[src/rtl/mips_ctrl_pkg.sv]
// -----------------------------------------------------------------------------
// mips_ctrl_pkg
// Shared definitions for the multicycle MIPS control path: FSM state
// encodings, opcode/funct values, ALUOp codes (shared with the ALU control
// decoder), datapath mux encodings and the control-word structure produced by
// main_ctrl_outputs.
// -----------------------------------------------------------------------------
package mips_ctrl_pkg;

    // FSM state encodings (state_out exposes these directly)
    localparam logic [3:0] S_FETCH     = 4'd0;
    localparam logic [3:0] S_DECODE    = 4'd1;
    localparam logic [3:0] S_MEM_ADDR  = 4'd2;
    localparam logic [3:0] S_MEM_READ  = 4'd3;
    localparam logic [3:0] S_MEM_WB    = 4'd4;
    localparam logic [3:0] S_MEM_WRITE = 4'd5;
    localparam logic [3:0] S_R_EXEC    = 4'd6;
    localparam logic [3:0] S_R_WB      = 4'd7;
    localparam logic [3:0] S_I_EXEC    = 4'd8;
    localparam logic [3:0] S_I_WB      = 4'd9;
    localparam logic [3:0] S_BRANCH    = 4'd10;
    localparam logic [3:0] S_JUMP      = 4'd11;
    localparam logic [3:0] S_JAL       = 4'd12;
    localparam logic [3:0] S_JR        = 4'd13;
    localparam logic [3:0] S_ILLEGAL   = 4'd14;

    // Opcodes (IR[31:26])
    localparam logic [5:0] OP_RTYPE = 6'h00;
    localparam logic [5:0] OP_J     = 6'h02;
    localparam logic [5:0] OP_JAL   = 6'h03;
    localparam logic [5:0] OP_BEQ   = 6'h04;
    localparam logic [5:0] OP_BNE   = 6'h05;
    localparam logic [5:0] OP_ADDI  = 6'h08;
    localparam logic [5:0] OP_ANDI  = 6'h0C;
    localparam logic [5:0] OP_ORI   = 6'h0D;
    localparam logic [5:0] OP_LUI   = 6'h0F;
    localparam logic [5:0] OP_LW    = 6'h23;
    localparam logic [5:0] OP_SW    = 6'h2B;

    // R-type funct codes (IR[5:0])
    localparam logic [5:0] FN_SLL = 6'h00;
    localparam logic [5:0] FN_SRL = 6'h02;
    localparam logic [5:0] FN_JR  = 6'h08;
    localparam logic [5:0] FN_ADD = 6'h20;
    localparam logic [5:0] FN_SUB = 6'h22;
    localparam logic [5:0] FN_AND = 6'h24;
    localparam logic [5:0] FN_OR  = 6'h25;
    localparam logic [5:0] FN_NOR = 6'h27;

    // ALUOp codes, also decoded by the ALU control block
    localparam logic [2:0] ALUOP_ADD   = 3'b000;
    localparam logic [2:0] ALUOP_SUB   = 3'b001;
    localparam logic [2:0] ALUOP_OR    = 3'b010;
    localparam logic [2:0] ALUOP_AND   = 3'b011;
    localparam logic [2:0] ALUOP_LUI   = 3'b100;
    localparam logic [2:0] ALUOP_RTYPE = 3'b111;

    // Datapath mux encodings
    localparam logic [1:0] REGDST_RT     = 2'b00;
    localparam logic [1:0] REGDST_RD     = 2'b01;
    localparam logic [1:0] REGDST_RA     = 2'b10;
    localparam logic [1:0] M2R_ALUOUT    = 2'b00;
    localparam logic [1:0] M2R_MDR       = 2'b01;
    localparam logic [1:0] M2R_PC        = 2'b10;
    localparam logic [1:0] SRCB_B        = 2'b00;
    localparam logic [1:0] SRCB_FOUR     = 2'b01;
    localparam logic [1:0] SRCB_IMM      = 2'b10;
    localparam logic [1:0] SRCB_BR_OFS   = 2'b11;
    localparam logic [1:0] PCSRC_ALU     = 2'b00;
    localparam logic [1:0] PCSRC_ALUOUT  = 2'b01;
    localparam logic [1:0] PCSRC_JUMP    = 2'b10;
    localparam logic [1:0] PCSRC_REG     = 2'b11;

    // Complete control word for one cycle
    typedef struct packed {
        logic       pc_write;
        logic       pc_write_cond_eq;
        logic       pc_write_cond_ne;
        logic       i_or_d;
        logic       mem_read;
        logic       mem_write;
        logic       ir_write;
        logic [1:0] reg_dst;
        logic [1:0] mem_to_reg;
        logic       reg_write;
        logic       alu_src_a;
        logic [1:0] alu_src_b;
        logic       ext_zero;
        logic [1:0] pc_source;
        logic [2:0] alu_op;
    } ctrl_word_t;

    // All enables off, all selects 00
    localparam ctrl_word_t CTRL_NONE = ctrl_word_t'(21'd0);

    // R-type funct codes executed through R_EXEC (jr is routed separately)
    function automatic logic is_legal_rfunct(input logic [5:0] fn);
        case (fn)
            FN_ADD, FN_SUB, FN_AND, FN_OR, FN_NOR, FN_SLL, FN_SRL: is_legal_rfunct = 1'b1;
            default:                                              is_legal_rfunct = 1'b0;
        endcase
    endfunction

    // ALU operation for the immediate-type instructions
    function automatic logic [2:0] imm_alu_op(input logic [5:0] op);
        case (op)
            OP_ORI:  imm_alu_op = ALUOP_OR;
            OP_ANDI: imm_alu_op = ALUOP_AND;
            OP_LUI:  imm_alu_op = ALUOP_LUI;
            default: imm_alu_op = ALUOP_ADD;
        endcase
    endfunction

endpackage

[src/rtl/main_ctrl_outputs.sv]
// -----------------------------------------------------------------------------
// main_ctrl_outputs
// Combinational decoder from FSM state (+ opcode, + mem_ready in FETCH) to the
// datapath control word. Reset gating of enables is done by the top level.
// Ports:
//   i_state     - current FSM state
//   i_opcode    - IR[31:26], selects I-type ALUOp and branch polarity
//   i_mem_ready - memory handshake; gates IR/PC load during fetch
//   o_ctrl      - control word
// -----------------------------------------------------------------------------
module main_ctrl_outputs
    import mips_ctrl_pkg::*;
(
    input  logic [3:0]  i_state,
    input  logic [5:0]  i_opcode,
    input  logic        i_mem_ready,
    output ctrl_word_t  o_ctrl
);

    // State-to-control-word decode; anything not listed stays at CTRL_NONE
    always_comb begin
        o_ctrl = CTRL_NONE;
        case (i_state)
            S_FETCH: begin
                o_ctrl.mem_read  = 1'b1;
                o_ctrl.alu_src_b = SRCB_FOUR;
                o_ctrl.alu_op    = ALUOP_ADD;
                // PC+4 and IR capture only when the fetch actually completes
                o_ctrl.ir_write  = i_mem_ready;
                o_ctrl.pc_write  = i_mem_ready;
            end
            S_DECODE: begin
                o_ctrl.alu_src_b = SRCB_BR_OFS;
                o_ctrl.alu_op    = ALUOP_ADD;
            end
            S_MEM_ADDR: begin
                o_ctrl.alu_src_a = 1'b1;
                o_ctrl.alu_src_b = SRCB_IMM;
                o_ctrl.alu_op    = ALUOP_ADD;
            end
            S_MEM_READ: begin
                o_ctrl.mem_read = 1'b1;
                o_ctrl.i_or_d   = 1'b1;
            end
            S_MEM_WB: begin
                o_ctrl.reg_dst    = REGDST_RT;
                o_ctrl.mem_to_reg = M2R_MDR;
                o_ctrl.reg_write  = 1'b1;
            end
            S_MEM_WRITE: begin
                o_ctrl.mem_write = 1'b1;
                o_ctrl.i_or_d    = 1'b1;
            end
            S_R_EXEC: begin
                o_ctrl.alu_src_a = 1'b1;
                o_ctrl.alu_src_b = SRCB_B;
                o_ctrl.alu_op    = ALUOP_RTYPE;
            end
            S_R_WB: begin
                o_ctrl.reg_dst   = REGDST_RD;
                o_ctrl.reg_write = 1'b1;
            end
            S_I_EXEC: begin
                o_ctrl.alu_src_a = 1'b1;
                o_ctrl.alu_src_b = SRCB_IMM;
                o_ctrl.alu_op    = imm_alu_op(i_opcode);
                // logical immediates are zero-extended, arithmetic ones sign-extended
                o_ctrl.ext_zero  = (i_opcode == OP_ORI) || (i_opcode == OP_ANDI);
            end
            S_I_WB: begin
                o_ctrl.reg_dst    = REGDST_RT;
                o_ctrl.mem_to_reg = M2R_ALUOUT;
                o_ctrl.reg_write  = 1'b1;
            end
            S_BRANCH: begin
                o_ctrl.alu_src_a        = 1'b1;
                o_ctrl.alu_src_b        = SRCB_B;
                o_ctrl.alu_op           = ALUOP_SUB;
                o_ctrl.pc_source        = PCSRC_ALUOUT;
                o_ctrl.pc_write_cond_eq = (i_opcode == OP_BEQ);
                o_ctrl.pc_write_cond_ne = (i_opcode == OP_BNE);
            end
            S_JUMP: begin
                o_ctrl.pc_source = PCSRC_JUMP;
                o_ctrl.pc_write  = 1'b1;
            end
            S_JAL: begin
                // link and jump in one cycle; PC still holds PC+4 here
                o_ctrl.pc_source  = PCSRC_JUMP;
                o_ctrl.pc_write   = 1'b1;
                o_ctrl.reg_dst    = REGDST_RA;
                o_ctrl.mem_to_reg = M2R_PC;
                o_ctrl.reg_write  = 1'b1;
            end
            S_JR: begin
                o_ctrl.pc_source = PCSRC_REG;
                o_ctrl.pc_write  = 1'b1;
            end
            S_ILLEGAL: o_ctrl = CTRL_NONE;
            default:   o_ctrl = CTRL_NONE;
        endcase
    end

endmodule

[src/rtl/multicycle_main_control.sv]
// -----------------------------------------------------------------------------
// multicycle_main_control
// Main control FSM of the multicycle MIPS datapath: fetch, decode, execute,
// memory and writeback sequencing, memory-ready stalls with a timeout monitor,
// and a sticky illegal-instruction flag.
// Ports:
//   clk, reset        - clock and synchronous active-high reset
//   opcode, funct     - IR[31:26], IR[5:0]
//   mem_ready         - memory completes current access this cycle
//   pc_write..ALUOp   - datapath control (see mips_ctrl_pkg encodings)
//   illegal_opcode    - sticky, unsupported instruction seen
//   mem_timeout       - sticky, a memory wait reached MEM_WAIT_MAX cycles
//   state_out         - current FSM state for debug
// -----------------------------------------------------------------------------
module multicycle_main_control
    import mips_ctrl_pkg::*;
#(
    parameter int unsigned MEM_WAIT_MAX = 15
)(
    input  logic       clk,
    input  logic       reset,
    input  logic [5:0] opcode,
    input  logic [5:0] funct,
    input  logic       mem_ready,
    output logic       pc_write,
    output logic       pc_write_cond_eq,
    output logic       pc_write_cond_ne,
    output logic       i_or_d,
    output logic       mem_read,
    output logic       mem_write,
    output logic       ir_write,
    output logic [1:0] reg_dst,
    output logic [1:0] mem_to_reg,
    output logic       reg_write,
    output logic       alu_src_a,
    output logic [1:0] alu_src_b,
    output logic       ext_zero,
    output logic [1:0] pc_source,
    output logic [2:0] ALUOp,
    output logic       illegal_opcode,
    output logic       mem_timeout,
    output logic [3:0] state_out
);

    localparam logic [7:0] WAIT_LIMIT = 8'(MEM_WAIT_MAX);

    logic [3:0] r_state;
    logic [3:0] w_state_next;
    logic [7:0] r_wait_cnt;
    logic [7:0] w_wait_inc;
    logic       w_waiting;
    logic       r_illegal;
    logic       r_timeout;
    ctrl_word_t w_ctrl;

    // Next-state logic
    always_comb begin
        w_state_next = r_state;
        case (r_state)
            S_FETCH:     w_state_next = mem_ready ? S_DECODE : S_FETCH;
            S_DECODE: begin
                case (opcode)
                    OP_LW, OP_SW: w_state_next = S_MEM_ADDR;
                    OP_RTYPE: begin
                        if (funct == FN_JR) begin
                            w_state_next = S_JR;
                        end else if (is_legal_rfunct(funct)) begin
                            w_state_next = S_R_EXEC;
                        end else begin
                            w_state_next = S_ILLEGAL;
                        end
                    end
                    OP_ADDI, OP_ANDI, OP_ORI, OP_LUI: w_state_next = S_I_EXEC;
                    OP_BEQ, OP_BNE:                   w_state_next = S_BRANCH;
                    OP_J:                             w_state_next = S_JUMP;
                    OP_JAL:                           w_state_next = S_JAL;
                    default:                          w_state_next = S_ILLEGAL;
                endcase
            end
            S_MEM_ADDR:  w_state_next = (opcode == OP_LW) ? S_MEM_READ : S_MEM_WRITE;
            S_MEM_READ:  w_state_next = mem_ready ? S_MEM_WB : S_MEM_READ;
            S_MEM_WB:    w_state_next = S_FETCH;
            S_MEM_WRITE: w_state_next = mem_ready ? S_FETCH : S_MEM_WRITE;
            S_R_EXEC:    w_state_next = S_R_WB;
            S_R_WB:      w_state_next = S_FETCH;
            S_I_EXEC:    w_state_next = S_I_WB;
            S_I_WB:      w_state_next = S_FETCH;
            S_BRANCH:    w_state_next = S_FETCH;
            S_JUMP:      w_state_next = S_FETCH;
            S_JAL:       w_state_next = S_FETCH;
            S_JR:        w_state_next = S_FETCH;
            S_ILLEGAL:   w_state_next = S_ILLEGAL;
            // unused encoding 15 recovers to fetch
            default:     w_state_next = S_FETCH;
        endcase
    end

    // Stall detection and saturating wait-count increment
    always_comb begin
        w_waiting  = ((r_state == S_FETCH) || (r_state == S_MEM_READ) ||
                      (r_state == S_MEM_WRITE)) && !mem_ready;
        w_wait_inc = (r_wait_cnt == 8'hFF) ? r_wait_cnt : (r_wait_cnt + 8'd1);
    end

    // State register, wait counter and sticky flags
    always_ff @(posedge clk) begin
        if (reset) begin
            r_state    <= S_FETCH;
            r_wait_cnt <= 8'd0;
            r_illegal  <= 1'b0;
            r_timeout  <= 1'b0;
        end else begin
            r_state <= w_state_next;
            if (w_state_next != r_state) begin
                r_wait_cnt <= 8'd0;
            end else if (w_waiting) begin
                r_wait_cnt <= w_wait_inc;
            end else begin
                r_wait_cnt <= r_wait_cnt;
            end
            // timeout only flags the condition; the FSM keeps waiting
            if (w_waiting && (w_wait_inc >= WAIT_LIMIT)) begin
                r_timeout <= 1'b1;
            end else begin
                r_timeout <= r_timeout;
            end
            if (w_state_next == S_ILLEGAL) begin
                r_illegal <= 1'b1;
            end else begin
                r_illegal <= r_illegal;
            end
        end
    end

    main_ctrl_outputs u_outputs (
        .i_state     (r_state),
        .i_opcode    (opcode),
        .i_mem_ready (mem_ready),
        .o_ctrl      (w_ctrl)
    );

    // Enables are suppressed during reset so an abandoned instruction cannot write
    assign pc_write         = w_ctrl.pc_write         & ~reset;
    assign pc_write_cond_eq = w_ctrl.pc_write_cond_eq & ~reset;
    assign pc_write_cond_ne = w_ctrl.pc_write_cond_ne & ~reset;
    assign mem_read         = w_ctrl.mem_read         & ~reset;
    assign mem_write        = w_ctrl.mem_write        & ~reset;
    assign ir_write         = w_ctrl.ir_write         & ~reset;
    assign reg_write        = w_ctrl.reg_write        & ~reset;
    assign i_or_d           = w_ctrl.i_or_d;
    assign reg_dst          = w_ctrl.reg_dst;
    assign mem_to_reg       = w_ctrl.mem_to_reg;
    assign alu_src_a        = w_ctrl.alu_src_a;
    assign alu_src_b        = w_ctrl.alu_src_b;
    assign ext_zero         = w_ctrl.ext_zero;
    assign pc_source        = w_ctrl.pc_source;
    assign ALUOp            = w_ctrl.alu_op;
    assign illegal_opcode   = r_illegal;
    assign mem_timeout      = r_timeout;
    assign state_out        = r_state;

endmodule

[config.mk]
export PLATFORM = sky130hd
export DESIGN_NAME = multicycle_main_control
export DESIGN_NICKNAME = d
export VERILOG_FILES = /design/src/rtl/mips_ctrl_pkg.sv /design/src/rtl/main_ctrl_outputs.sv /design/src/rtl/multicycle_main_control.sv
export SDC_FILE = /design/constraint.sdc
export NUM_CORES = 1
export LEC_CHECK = 0
export ABC_CLOCK_PERIOD_IN_PS = 2200
export CAP_MARGIN = 5
export CORE_AREA = 3 3 46 78
export CTS_CLUSTER_DIAMETER = 60
export DETAILED_ROUTE_END_ITERATION = 16
export DIE_AREA = 0 0 49 81
export GPL_TIMING_DRIVEN = 0
export PLACE_DENSITY_LB_ADDON = 0.12
export SETUP_SLACK_MARGIN = 0.02
export SLEW_MARGIN = 0
export SYNTH_ARGS = -nofsm -noshare
export SYNTH_HDL_FRONTEND = slang
export SYNTH_SLANG_ARGS = --single-unit
[constraint.sdc]
create_clock -name clk -period 2.2 [get_ports clk]
set_input_delay 0.44 -clock clk [delete_from_list [all_inputs] [get_ports clk]]
set_output_delay 0.44 -clock clk [all_outputs]
set_load 0.1 [all_outputs]
; Yosys cells after proc, flatten, opt, wreduce, memory -nomap -nowiden
; Index checks and enable logic that the tools add are counted.
[totals]
reg_bits = 14
inputBits = 15
output_inout_bits = 27
word_cells = 97
[op_classes]
add_sub_neg = 1
order_cmp = 1
n_eq_ne = 34
mux = 28
bitwise = 8
reduce_logical = 21
[op_table]
columns = op, count
row1 = equality test 6 bit (second input constant), 7
row2 = equality test 4 bit (second input constant), 8
row3 = case mux 4 bit (8 select lines), 1
row4 = equality test 6 x 4 -> 1 bit (second input constant), 5
row5 = case mux 4 bit (6 select lines), 1
row6 = equality test 6 x 2 -> 1 bit (second input constant), 3
row7 = case mux 3 bit (3 select lines), 2
row8 = equality test 4 x 3 -> 1 bit (second input constant), 4
row9 = OR reduction 2 bit, 7
row10 = equality test 6 x 3 -> 1 bit (second input constant), 2
row11 = zero test 6 bit, 2
row12 = two-way mux 1 bit, 12
row13 = case mux 2 bit (3 select lines), 2
row14 = OR reduction 4 bit, 3
row15 = two-way mux 3 bit, 3
row16 = adder 8 x 1 -> 8 bit (second input constant), 1
row17 = equality test 4 x 2 -> 1 bit (second input constant), 2
row18 = equality test 8 bit (second input constant), 1
row19 = >= comparator 8 x 4 -> 1 bit (second input constant), 1
row20 = two-way mux 4 bit, 2
row21 = two-way mux 8 bit, 1
row22 = case mux 2 bit (2 select lines), 2
row23 = AND 1 bit, 7
row24 = OR reduction 7 bit, 1
row25 = other kinds (10), 13

; Logic depth before layout (Yosys ltp)
; Gate-level depths: netlist (run 1).
[logic_depth]
word_depth = 12
mapped_depth = 6
mapped_depth_nobuf = 6

; Cells and area by module
; From an unflattened synthesis (run 1), not the netlist that was laid out.
[unflattened]
cells_unflattened = 212
area_unflattened_um2 = 1522.7
[modules_own_cells]
columns = mod, n_inst, cells_per_inst, area_per_inst_um2, seq_area_each_um2
row1 = multicycle_main_control, 1, 164, 1188.6, 280.3
row2 = main_ctrl_outputs, 1, 48, 334.1, 0.0

; Least setup slack after synthesis (run 1)
; Ideal clock, no wire load.
[synth_path]
kind = register -> output
startpoint = register r_state[2] (netlist: state_out[2])
endpoint = output port mem_write
arrival_ps = 4594
setup_slack_ps = -2834
stages_incl_launch_ff = 5
n_path_buf = 2
cell_sequence = dfxtp_1 -> buf_2 -> clkbuf_1 -> nand2b_1 -> nor4_1
[synth_between]
elab_chain_len = 3
[synth_lines]
columns = element, line
row1 = "start, declared", multicycle_main_control.sv:47  ; logic [3:0] r_state;
row2 = "start signal, assigned", multicycle_main_control.sv:113  ; r_state <= w_state_next;
row3 = equality test 4 x 3 -> 1 bit, main_ctrl_outputs.sv:23  ; case (i_state)
row4 = two-way mux 1 bit, main_ctrl_outputs.sv:23
row5 = AND 1 bit, multicycle_main_control.sv:147  ; assign mem_write = w_ctrl.mem_write & ~reset;
row6 = "end, declared", multicycle_main_control.sv:30  ; output logic mem_write,
; No other way between the ends.

; Worst setup path after layout (run 1)
[layout_path]
startpoint = register r_state[3] (netlist: state_out[3])
endpoint = output port ALUOp[0]
[layout_between]
elab_chain_len = 2
word_cells_on_any_way = 4
classes_between = eq/ne: 3 / mux: 1
[layout_lines]
columns = element, line
row1 = equality test 4 bit / equality test 4 x 3 -> 1 bit (equally long branches), main_ctrl_outputs.sv:23
row2 = case mux 3 bit (3 select lines) (*), main_ctrl_outputs.sv:23
row3 = "end, declared", multicycle_main_control.sv:39  ; output logic [2:0] ALUOp,
; Every way passes the cells marked *; elsewhere a longest branch is shown, timed or not.

==> results of run 1 <==
## worst max-delay path, stage by stage (launching register included)
cell,delay [ns]
dfxtp_4,0.35
buf_8,0.11
clkbuf_16,0.14
nor2b_4,0.16
nand4_1,0.16
nand2b_4,0.23
o22ai_4,0.18
buf_12,0.20
## flip-flops by register name, summed over array words and instances (netlist names)
| name | flops |
|---|---|
| illegal_opcode | 1 |
| mem_timeout | 1 |
| r_wait_cnt | 8 |
| state_out | 4 |
## worst min path at each step
stage,endpoint,cells after the start,slack (ns),from
after floorplan,r_wait_cnt[1],2,0.53,r_wait_cnt[1]
after global placement,illegal_opcode,2,0.45,illegal_opcode
after detailed placement,mem_timeout,1,0.46,mem_timeout
after CTS,mem_timeout,1,0.47,mem_timeout
after global routing,mem_timeout,1,0.50,mem_timeout
final,mem_timeout,1,0.47,mem_timeout
## cells by family after synthesis
kind of cell / Yosys count
adders and majority gates: 1
muxes: 5
DFF: 14
xor gates and xnor gates: 5
AOI/OAI and AO/OA: 44
buffers and inverters: 27
and+or+nand+nor: 104
## final cells by class
| type | count | share of cell area, % |
|---|---|---|
| buffer | 15 | 6.59 |
| inverter | 12 | 2.25 |
| clock inverter | 1 | 0.161 |
| sequential | 14 | 12.6 |
| timing repair buffer | 47 | 21.2 |
| tap | 42 | 2.25 |
| clock buffer | 3 | 1.77 |
| multi-input combinational | 159 | 53.2 |
## stage by stage
| step | area [µm²] | setup WS, ns | utilization (%) |
|---|---|---|---|
| finish | 2330 | -0.0159 | 77.2 |
| global route | 2330 | -0.0585 | 77.2 |
| CTS | 2200 | -0.0899 | 72.7 |
| floorplan | 1620 | -0.349 | - |
| detailed placement | 2040 | -1.30 | 67.3 |
| global placement | 2040 | -1.17 | 67.3 |
## synthesized netlist by cell type, types with 2 or more instances
| master | n | area, µm² |
|---|---|---|
| nand2_1 | 15 | 56.3 |
| buf_1 | 2 | 7.51 |
| a21oi_1 | 11 | 55.1 |
| a32oi_1 | 2 | 17.5 |
| nor3_1 | 15 | 75.1 |
| a31oi_1 | 2 | 12.5 |
| mux2i_1 | 5 | 50.1 |
| inv_1 | 12 | 45.0 |
| a21o_1 | 2 | 15.0 |
| dfxtp_1 | 14 | 280 |
| nor4_1 | 4 | 25.0 |
| clkbuf_1 | 4 | 15.0 |
| o22ai_1 | 4 | 25.0 |
| o21a_1 | 5 | 37.5 |
| nand4_1 | 7 | 43.8 |
| nand3_1 | 10 | 50.1 |
| o21ai_0 | 5 | 25.0 |
| nor2b_1 | 7 | 43.8 |
| nor3b_1 | 2 | 15.0 |
| nand4b_1 | 2 | 17.5 |
| nand2b_1 | 7 | 43.8 |
| xor2_1 | 3 | 26.3 |
| a221o_1 | 2 | 20.0 |
| xnor2_1 | 2 | 17.5 |
| buf_2 | 7 | 35.0 |
| and3_1 | 4 | 25.0 |
| nor2_1 | 20 | 75.1 |
| and2_1 | 3 | 18.8 |
## power by group
part,switching [µW],internal (µW),total (µW),leakage (µW)
Clock,90.8,124,214,0.0000231
Sequential,48.1,308,356,0.000116
Combinational,1810,833,2640,0.000787
Total,1940,1260,3210,0.000927
## layer usage
metal | up-vias | GRT usage, %
li1 | 833 | -
met1 | 815 | 20.9
met2 | 54 | 49.0
met3 | 18 | 2.20
met4 | 0 | 9.97
met5 | - | 0
## what timing repair did
action | in CTS | in global routing
setup buffers | 2 | 9
pin swaps | 4 | 8
setup endpoints to repair | 32 | 19
resized for setup | 147 | 17
==> flow_metrics.tcl, run 1 <==
set metrics [dict create \
    outcome "finished, violations left" \
    violations "setup timing" \
    syn_area_per_cell_um2 6.93 \
    yosys.area_share.adder_pct 0.903 \
    yosysSeqAreaShare_pct 20.2 \
    drt_iter0_drc 51 \
    antenna_left 0 \
    vias 1720 \
    synthCells 200 \
    synth_edf_count 0 \
    fin_ws_ns -0.0159 \
    wirelength_met1_um 1610 \
    min_period_ns 2.22 \
    critPathCaptureType "primary output" \
    wl_met3_um 105 \
    synth_warnings 0 \
    clk_latency_ns 0.25 \
    synth_cell_types 50 \
    power_uw 3210 \
    grt_first_pass_wirelength_um 7290 \
    peakVddDrop_v 0.000960 \
    rsz0062_at_grt "yes" \
    synthesis.nets 216 \
    drt-total-wl_um 4670 \
    cp.required_ns 1.76 \
    arrival_ns 1.78 \
    antenna_found_initial 0 \
    num_antenna_cells 0 \
    hold_violations 0 \
    rows 26 \
    syn_area_mm2 0.00139 \
    crit_fanout 7 \
    ys_ff_latch 14 \
    relSlewSlack_pct 35.3 \
    wire_per_inst_um 15.9 \
    muxShareOfSynthArea_pct 3.61 \
    clk_root_buffer_cell "clkbuf_8" \
    layout_common_cells "buf_4, nor2_1, nand2_1" \
    fill_cells 221 \
    track_usage_pct 22.9 \
    drive_above_1_share_pct 35.9 \
    clkSlewWorstSetupHoldPaths_ns 0.06 \
    drc 0 \
    clock_skew_ns 0.00208 \
    powerDensity_mw_per_mm2 1370 \
    fmax_ghz 0.451 \
    cts_buffers 3 \
    period_share_pct 101 \
    overflow 0 \
    dieHeight_um 81 \
    cts_tree "done" \
    die_width_um 49 \
    multi_input_area_mm2 0.00124 \
    dp_cells 278 \
    grt_max_degree 11 \
    dieArea_mm2 0.00397 \
    worst-setup-path-type "flip-flop to primary output" \
    r2r-end "r_wait_cnt[2]" \
    final_common_cell "buf_4" \
    maxSlewViolCount 0 \
    synthArstFlopShare_pct 0 \
    leakage_uw 0.000927 \
    clock-sinks 14 \
    htree_levels 1 \
    num-nets-final 268 \
    gp_congestion 0.863 \
    io_buffers 36 \
    whs_ns 0.468 \
    ctsHoldBuffers 0 \
    synthToLayoutAreaGrowth_pct 68.6 \
    firstDrtPassIters 5 \
    synth_top_family_by_area "simple AND/OR/NAND/NOR gates" \
    yosys.area_share.simple_pct 40.3 \
    clock_path_buffers 2 \
    dp_hpwl_um 3530 \
    setup_viol 1 \
    worstReg2RegStart "state_out[3]" \
    endpoint "ALUOp[0]" \
    cap_viol_max_count 0 \
    grt_pass1_vias 1654 \
    holdCritPathClass "flip-flop to flip-flop" \
    synth_ff_type "dfxtp_1" \
    crit_start "state_out[3]" \
    viasPerCell 5.87 \
    fin_setup_tns_ns -0.0159 \
    synth-xor-area-share_pct 3.16 \
    maxUsedRoutingLayer "met4" \
    io_pins 42 \
    start_util_pct 45.8 \
    start_kind "flip-flop" \
    regArea_um2 295 \
    core_area_mm2 0.00303 \
    wl_met2_um 2810 \
    worst_slew_pin_slew_ns 0.975 \
    rr_worst_depth 8 \
    final_cells 293 \
    synth_compound_area_share_pct 23.0 \
    reg2reg_slack_ns 0.26 \
]
(Power assumes the default switching activity.)
==> run 2: changes to the inputs <==
CORE_AREA = 2 2 52 91   (was 3 3 46 78)
DIE_AREA = 0 0 54 93   (was 0 0 49 81)
==> run 2 against run 1 <==
The flow now finishes without violations. Global-route usage fell by 4.0 points. Cell area down 1.9%. Register-to-register slack about the same. Die area grew 27%. Critical path type unchanged. Critical endpoint is now pc_write. Largest cell class unchanged.
==> flow_metrics.tcl, run 2 (same netlist as run 1, synthesis figures left out) <==
set metrics [dict create \
    outcome "finished, final reports clean" \
    num-nets-final 265 \
    min_period_ns 2.16 \
    maxSlewViolCount 0 \
    power_switching_uw 1880 \
    clk_root_buffer_cell "clkbuf_8" \
    dieHeight_um 93 \
    htree_levels 1 \
    start_kind "flip-flop" \
    worst-setup-path-type "flip-flop to primary output" \
    gp_congestion 0.849 \
    clk_latency_ns 0.25 \
    io_buffers 36 \
    ctsHoldBuffers 0 \
    worst_slew_pin_slew_ns 0.972 \
    dieArea_mm2 0.00502 \
    leakage_uw 0.000879 \
    hold_violations 0 \
    combPwrFrac_pct 81.8 \
    grt_first_pass_wirelength_um 7220 \
    cts_buffers 3 \
    fin_ws_ns 0.0408 \
    clock_skew_ns 0.00352 \
    crit_fanout 10 \
    clock-sinks 14 \
    crit_path_cell_trace "buf_6 -> clkbuf_16 -> nor3_1 -> and3_4 -> a21o_4 -> buf_6" \
    cp_num_buf_inv 3 \
    cpPeakStageDelay_ns 0.36 \
    top_register "r_wait_cnt" \
    clock_path_buffers 2 \
    viasPerCell 5.49 \
    antenna_found_initial 0 \
    grt_max_degree 11 \
    start_util_pct 32.0 \
    period_share_pct 98.1 \
    die_width_um 54 \
    core_area_mm2 0.00432 \
    grt_pass1_vias 1583 \
    overflow 0 \
    setup_viol 0 \
    postPlaceCellArea_mm2 0.00205 \
    p_int_uw 1230 \
    antenna_left 0 \
    cts_tree "done" \
    largest_reg_flops 8 \
    drt-total-wl_um 4520 \
    place_ws_ns -1.21 \
    whs_ns 0.456 \
    layout_common_cells "nor2_1, nand2_1, buf_4" \
    fill_cells 450 \
    path_common_cell "buf_6" \
    drive_above_1_share_pct 34.7 \
    p_seq_share_pct 11.4 \
    cap_viol_max_count 0 \
    rsz0062_at_grt "yes" \
    relSlewSlack_pct 35.0 \
    num_antenna_cells 0 \
    slowest_stage "dfxtp_4" \
    holdCritPathClass "flip-flop to flip-flop" \
    io_pins 42 \
    firstDrtPassIters 4 \
    p_sw_share_pct 60.5 \
    finish.instance_area_mm2 0.00229 \
    clkSlewWorstSetupHoldPaths_ns 0.05 \
    cp_top_family "buffers and inverters" \
    drt_iter0_drc 43 \
    fmax_ghz 0.463 \
    vias 1641 \
    cp.required_ns 1.76 \
    powerDensity_mw_per_mm2 1360 \
    synthToLayoutAreaGrowth_pct 65.4 \
    wire_per_inst_um 15.1 \
    track_usage_pct 18.8 \
    arrival_ns 1.72 \
    p_clk_share_pct 6.8 \
    dp_hpwl_um 3640 \
    critPathCaptureType "primary output" \
    rows 32 \
    drc 0 \
    peakVddDrop_v 0.00116 \
]
-- run 2: final cells by class --
class	instances	area (µm²)	area share [%]
Inverter	12	52.6	2.29
Timing Repair Buffer	44	453	19.8
Tap cell	51	63.8	2.79
Buffer	15	154	6.72
Sequential cell	14	295	12.9
Multi-Input combinational cell	159	1230	53.6
Clock buffer	3	41.3	1.80
Clock inverter	1	3.75	0.164
-- run 2: worst paths after layout --
kind | from | endpoint | slack, ns | depth (start not counted)
hold / removal | illegal_opcode | illegal_opcode | 0.46 | 2
hold reg to reg | illegal_opcode | illegal_opcode | 0.46 | 2
setup / recovery | state_out[2] | pc_write | 0.04 | 6
setup reg to reg | state_out[3] | r_wait_cnt[3] | 0.26 | 7
-- run 2: worst register-to-register path: cells and delay by family, from the launching register on --
family / cells / cell delay (ns)
AO/OA/AOI/OAI: 2 / 0.49
buffers and inverters: 2 / 0.25
flip-flops: 1 / 0.34
AND/OR/NAND/NOR: 3 / 0.77
-- run 2: through the flow --
| stage | util, % | instances | total power (µW) | setup TNS (ns) |
|---|---|---|---|---|
| global route | 53.0 | 299 | 3270 | -0.0963 |
| CTS | 50.1 | 292 | 3010 | -0.117 |
| floorplan | - | 200 | 2250 | -1.82 |
| detailed placement | 47.4 | 287 | 2720 | -16.35 |
| global placement | 47.4 | 287 | 2710 | -16.26 |
| finish | 53.0 | 299 | 3110 | 0 |
-- run 2: power groups by stage --
stage / combinational [µW] / sequential, µW / clock (µW)
floorplan: 1680 / 573 / 0
global placement: 2350 / 360 / 0
detailed placement: 2360 / 360 / 0
CTS: 2440 / 356 / 215
global route: 2680 / 362 / 228
finish: 2540 / 355 / 210
-- run 2: what timing repair did --
action / 4_1_cts / 5_1_grt
pin swaps: 4 / 3
buffers inserted: 1 / 7
resized for setup: 140 / 21
setup endpoints to repair: 31 / 26
-- run 2: per-layer routing --
metal	track usage, %	wire, µm
met5	0	0
met2	38.9	2820
met1	18.3	1600
met3	0.958	57
met4	5.21	46
